<file path="src/rtl/lsu_axi_master.sv">
// rtl/lsu_axi_master.sv - single-outstanding AXI-lite master for core load/store requests
// Optional LSU_AXI_ALIGN_CHECK_EN: misaligned requests are answered locally with rsp_err=1.
module lsu_axi_master (
  input  logic        clk,
  input  logic        rst_n,
  input  logic        req_valid,
  output logic        req_ready,
  input  logic        req_we,
  input  logic [31:0] req_addr,
  input  logic [31:0] req_wdata,
  input  logic [3:0]  req_wstrb,
  output logic        rsp_valid,
  input  logic        rsp_ready,
  output logic [31:0] rsp_rdata,
  output logic        rsp_err,
  output logic [31:0] araddr,
  output logic        arvalid,
  input  logic        arready,
  input  logic [31:0] rdata,
  input  logic [1:0]  rresp,
  input  logic        rvalid,
  output logic        rready,
  output logic [31:0] awaddr,
  output logic        awvalid,
  input  logic        awready,
  output logic [31:0] wdata,
  output logic [3:0]  wstrb,
  output logic        wvalid,
  input  logic        wready,
  input  logic [1:0]  bresp,
  input  logic        bvalid,
  output logic        bready
);

  typedef enum logic [2:0] {IDLE, RADDR, RDATA, WREQ, WRESP, RSP} state_t;

  state_t      state;
  logic [31:0] addr_q;
  logic [31:0] wdata_q;
  logic [3:0]  wstrb_q;
  logic        aw_done;
  logic        w_done;

`ifdef LSU_AXI_ALIGN_CHECK_EN
  logic misaligned;
  always_comb begin
    misaligned = 1'b0;
    if (!req_we) begin
      misaligned = (req_addr[1:0] != 2'b00);
    end else begin
      misaligned = !((req_wstrb == (4'b0001 << req_addr[1:0])) ||
                     (req_addr[1:0] == 2'd0 && req_wstrb == 4'b0011) ||
                     (req_addr[1:0] == 2'd2 && req_wstrb == 4'b1100) ||
                     (req_addr[1:0] == 2'd0 && req_wstrb == 4'b1111));
    end
  end
`endif

  // Every handshake output is a pure decode of registered state, so no input reaches an output.
  assign req_ready = (state == IDLE);
  assign arvalid   = (state == RADDR);
  assign rready    = (state == RDATA);
  assign awvalid   = (state == WREQ) && !aw_done;
  assign wvalid    = (state == WREQ) && !w_done;
  assign bready    = (state == WRESP);
  assign rsp_valid = (state == RSP);
  assign araddr    = arvalid ? addr_q  : 32'd0;
  assign awaddr    = awvalid ? addr_q  : 32'd0;
  assign wdata     = wvalid  ? wdata_q : 32'd0;
  assign wstrb     = wvalid  ? wstrb_q : 4'd0;

  always_ff @(posedge clk or negedge rst_n) begin
    if (!rst_n) begin
      state     <= IDLE;
      addr_q    <= 32'd0;
      wdata_q   <= 32'd0;
      wstrb_q   <= 4'd0;
      aw_done   <= 1'b0;
      w_done    <= 1'b0;
      rsp_rdata <= 32'd0;
      rsp_err   <= 1'b0;
    end else begin
      case (state)
        IDLE: begin
          if (req_valid) begin
            addr_q  <= req_addr;
            wdata_q <= req_wdata;
            wstrb_q <= req_wstrb;
`ifdef LSU_AXI_ALIGN_CHECK_EN
            if (misaligned) begin
              rsp_err   <= 1'b1;
              rsp_rdata <= 32'd0;
              state     <= RSP;
            end else
`endif
            begin
              if (req_we) begin
                aw_done <= 1'b0;
                w_done  <= 1'b0;
                state   <= WREQ;
              end else begin
                state <= RADDR;
              end
            end
          end
        end
        RADDR: if (arready) state <= RDATA;
        RDATA: begin
          if (rvalid) begin
            rsp_rdata <= rdata;
            rsp_err   <= (rresp != 2'b00);
            state     <= RSP;
          end
        end
        WREQ: begin
          if (awready && !aw_done) aw_done <= 1'b1;
          if (wready && !w_done) w_done <= 1'b1;
          // Either channel may finish first, or both in the same cycle.
          if ((aw_done || awready) && (w_done || wready)) state <= WRESP;
        end
        WRESP: begin
          if (bvalid) begin
            rsp_err   <= (bresp != 2'b00);
            rsp_rdata <= 32'd0;
            state     <= RSP;
          end
        end
        RSP: if (rsp_ready) state <= IDLE;
        default: state <= IDLE;
      endcase
    end
  end

endmodule

</file>
<file path="config.mk">
export PLATFORM = sky130hd
export DESIGN_NAME = lsu_axi_master
export DESIGN_NICKNAME = d
export VERILOG_FILES = /design/src/rtl/lsu_axi_master.sv
export SDC_FILE = /design/constraint.sdc
export NUM_CORES = 1
export LEC_CHECK = 0
export CAP_MARGIN = 30
export CORE_ASPECT_RATIO = 1.2
export CORE_UTILIZATION = 36
export CTS_CLUSTER_SIZE = 8
export DETAILED_ROUTE_END_ITERATION = 10
export GPL_TIMING_DRIVEN = 0
export PLACE_DENSITY = 0.77
export SYNTH_ARGS = -nofsm -noshare
export SYNTH_HDL_FRONTEND = slang
export SYNTH_SLANG_ARGS = --single-unit
</file>
<file path="constraint.sdc">
create_clock -name clk -period 1.7 [get_ports clk]
set_input_delay 0.51 -clock clk [delete_from_list [all_inputs] [get_ports clk]]
set_output_delay 0.51 -clock clk [all_outputs]
set_load 0.05 [all_outputs]
</file>
Word-level counts from Yosys, hierarchy flattened:

Index checks and enable logic that the tools add are counted.

* bits in registers: 106
* word-level logic and storage cells: 65

* equality and inequality tests: 14
* multiplexer cells: 24
* reduce and logical (&&, ||, !) cells: 19

Operators by type and width (number)
* $mux 32: 5
* $pmux 32 s2: 1
* $mux 3: 6
* $pmux 3 s6: 1
* $ne 2x1->1 const B: 6
* $reduce_and 4->1: 2
* $reduce_bool 2->1: 4
* $eq 3x2->1 const B: 2
* $eq 3x3->1 const B: 2
* $mux 1: 6
* $ne 2x2->1 const B: 3
* $pmux 1 s2: 3
* $reduce_and 6->1: 1
* $logic_and 1x1->1: 5
* $mux 4: 1
* $eq 3x1->1 const B: 1
* $logic_not 3->1: 1
* $reduce_and 3->1: 1
* $logic_not 1->1: 2
* $logic_or 1x1->1: 2
* $mux 2: 1
* $reduce_and 2->1: 1

Logic depth before layout (Yosys ltp):

* word-level depth: 4
* depth in mapped cells: 7
* mapped depth without buffers: 5

Worst setup path after synthesis:

No wires, ideal clock.

* kind: register to output
* start point: register state[1]
* end point: output wdata[25]
* data arrival time: 1712 ps
* data required time: 1190 ps
* path slack: -522 ps
* cell stages (with the launch flop): 7
* path through: dfrtp_1 -> buf_4 -> nand2_1 -> or2_4 -> nor2_4 -> buf_2 -> and2_1

* word-level cells in the longest chain between the ends: 3

Ends and longest elaborated chain
* from (decl): RTL line 37 `state_t state;`
* from (signal assigned): RTL line 74 `state <= IDLE;`
* from (signal assigned): RTL line 100 `state <= WREQ;`
* from (signal assigned): RTL line 102 `state <= RADDR;`
* $eq 3x2->1: RTL line 64 `assign wvalid = (state == WREQ) && !w_done;`
* $logic_and 1x1->1: RTL line 64
* named net wvalid: RTL line 28 `output logic wvalid,`
* $mux 32: RTL line 69 `assign wdata = wvalid ? wdata_q : 32'd0;`
* to (decl): RTL line 26 `output logic [31:0] wdata,`

The timed path passes the listed nets, and every way through them passes these cells.

Worst setup path after layout:

* start point: register state[0]
* end point: output araddr[4]

* word-level cells in the longest chain between the ends: 2

Ends and longest elaborated chain
* $eq 3x1->1: RTL line 61 `assign arvalid = (state == RADDR);`
* $mux 32: RTL line 67 `assign araddr = arvalid ? addr_q : 32'd0;`
* to (decl): RTL line 16 `output logic [31:0] araddr,`

Every way passes these cells.

==> summary.txt <==
Critical path
  • R2R Path Start: state[1]
  • Crit start category: flop
  • Reg2reg setup slack: -300 ps
  • R2R depth: 9
  • CP Launch Point: state[0]
  • R2r endpoint: wdata_q[17]
  • CP Capture Point: araddr[4]
  • Req. time, crit path: ~1200 ps
  • Critical path arrival: 1830 ps
  • Worst-path fanout max: 8
  • Crit path capture type: output port
  • Crit Path Class: reg -> out

STA
  • # setup viols final: between 200 and 250
  • RSZ-0062 raised after global routing: true
  • Slew at the pin closest to its max-slew limit: 687 ps
  • Worst setup margin: -637 ps
  • Period utilization: 137%
  • Hold_ws: 200 ps
  • Max_slew headroom: between 50% and 60%
  • Tmin final: 2340 ps
  • Highest clock rate: 428 MHz
  • Worst Clk Skew: 10.6 ps
  • Final-report max-slew violation count: 0
  • Final hold viol count: 0

Logic synthesis
  • Post-synth design cell area: a little under 5000 um2
  • Leading post-synthesis cells by cell area: dfrtp_1 (54%), mux2_2 (14%), and2_1 (13%)
  • Cells after Synth: 440
  • Sequential-to-total area share from yosys stat: 53.9%
  • Syn_area_per_cell: ~11 um2
  • Synth top area share: 53.9%
  • Post-synth EDFFs: 0
  • Asr flop ratio synth: 100%
  • Ys Warns: 0
  • Yosys reg bits: 106
  • Library cells used by synthesis: 30
  • Syn nets: approximately 550
  • Synth Flop Type: dfrtp_1
  • Leading area contributor after synthesis: dfrtp_1

Clocking
  • Clk root buf: clkbuf_16
  • TritonCTS clock tree: built
  • # clock sinks: 106
  • Clk Latency, worst-skew pair: 340 ps
  • CTS Buf Count: 9
  • CTS Buffer Depth: 2
  • Clock-pin transition on the worst setup and hold timing paths: 80 ps
  • H-tree levels: 3

Detailed routing
  • WL per Instance: 19.9 um
  • DRT Pass-1 Iters: 6
  • WL final: 18400 um
  • Routed vias: around 4600
  • DR iter-0 viols: 172
  • Routed Antenna Nets: 0
  • Detailed-route vias per instance: 4.94
  • Drt drc: 0

Final layout
  • Most frequent cells in the layout: buf_8 (118), clkdlybuf4s50_1 (111), dfrtp_1 (105)
  • Synthesis-to-finish area growth: 109%
  • Final #Nets: 867
  • Share of cells above drive strength 1: 62.8%
  • Final Core Density: 77.3%
  • # fillers: 735
  • Non-filler cells, final: 927
  • Most common cell after layout, fill and taps aside: buf_8

Floorplan
  • Rows: 46
  • Ports: 254
  • Initial Util: between 30% and 40%
  • Die W: about 110 um
  • Die ar.: 14100 um2
  • Height of the die: 130 um
  • CORE AREA: 13300 um2

Power and ir drop
  • Psw: a little over 8 mW
  • Overall power: 19.5 mW
  • Pint: around 11 mW
  • Leakage power: 4.69 nW
  • Clk pwr share: 11.1%
  • P per Cell Area: 1890 nW/um2
  • Sw frac: 42.7%
  • Comb pwr share: 64.2%
  • Flop pwr share: 24.6%
  • VDD IR-drop max: 1260 uV

GRT
  • First-pass GRT wire length: 24000 um
  • Largest net degree at the start of global routing: 57
  • Tot GR Track Use: 22.2%
  • Initial antenna violation count: 1
  • Total grt overflow: 0
  • Vias in the first global route: about 4800

Run
  • Number of max-cap violations: 0

Status
  • Status: finished, violations left
  • Violated checks: negative setup slack

Placement
  • Port buffer count: 253
  • Post-DP HPWL: 10800 um
  • GPL Wtd Cong: roughly 0.80
  • Post-Place Cells: 862

Hold path
  • Hold Path Class: in -> async
final cells by class:
cell class / count / area, um2 / area share (%)
Antenna cell: 1 / 2.50 / 0.0243
Multi-Input combinational cell: 304 / 2870 / 27.9
Timing Repair Buffer: 303 / 3820 / 37.2
Clock inverter: 6 / 72.6 / 0.706
Clock buffer: 10 / 229 / 2.23
Buffer: 28 / 418 / 4.07
Tap cell: 168 / 210 / 2.04
Sequential cell: 106 / 2650 / 25.8
Inverter: 1 / 3.75 / 0.0365
critical path: stages, from the launching register on:
cell,delay [ps]
dfrtp_1,420
buf_6,140
and2b_2,210
and2b_4,240
clkbuf_16,170
and2_4,160
buf_8,140
power groups by stage:
stage | clock network (mW) | logic, mW | registers [mW]
4_1_cts | 2.20 | 10.1 | 4.56
3_3_place_gp | 0 | 8.77 | 4.53
6_report | 2.17 | 12.5 | 4.79
3_5_place_dp | 0 | 8.95 | 4.59
5_1_grt | 2.32 | 13.1 | 4.95
2_1_floorplan | 0 | 5.19 | 5.56
cell families after synthesis:
kind of cell	Yosys count	share of synthesized area, %
flops	106	53.9
compound gates	44	4.96
buf+inv	30	3.99
mux	70	16.1
simple gates	190	21.1
state kept, by name, indices dropped and copies added, names as in the netlist:
register	cells
wdata_q	32
wstrb_q	4
rsp_rdata	32
rsp_err	1
aw_done	1
state	3
addr_q	32
w_done	1
per-layer routing:
layer	track usage (%)	vias to the layer above	wire [um]
li1	-	2074	-
met1	22.3	2277	6390
met2	42.2	203	10200
met3	8.74	23	1540
met4	5.88	0	268
met5	0	-	0
worst min-delay path by stage:
stage / start / end / slack (ps) / cells after the start
after floorplan: rst_n / addr_q[0] / 210 / 0
after global placement: rsp_rdata[2] / rsp_rdata[2] / 460 / 2
after detailed placement: rsp_rdata[23] / rsp_rdata[23] / 480 / 2
after CTS: rst_n / wdata_q[10] / 230 / 1
after global routing: rst_n / wdata_q[8] / 240 / 1
final: rst_n / wdata_q[8] / 200 / 1
per-stage QoR:
stage	instance area (um2)	setup slack [ps]	setup TNS, ps
finish	10300	-637	-83760
global route	10300	-700	-95590
CTS	9210	-626	-61470
floorplan	5260	-169	-13050
detailed placement	8030	-1080	-149350
global placement	8010	-3860	-555120
cells in the mapped netlist, types with 2 or more instances:
cell type / number
o21ai_0: 32
nand2_1: 70
clkbuf_1: 6
a21oi_1: 6
clkbuf_2: 2
nand2b_1: 2
and2_1: 101
buf_6: 8
buf_2: 11
buf_4: 2
mux2_2: 62
nand3b_1: 3
and2b_1: 2
dfrtp_1: 106
mux2_1: 6
nor2_1: 4
nor3_1: 3
nor2_4: 2
what timing repair did:
| item | CTS | global route |
|---|---|---|
| setup buffers | 17 | 13 |
| gates cloned | 3 | 16 |
| resized for setup | 985 | 217 |
| hold buffers | 0 | 0 |
| endpoints found under the setup margin | 208 | 209 |
| pin swaps | 26 | 42 |
No activity file was read; power rests on OpenSTA's default activity.
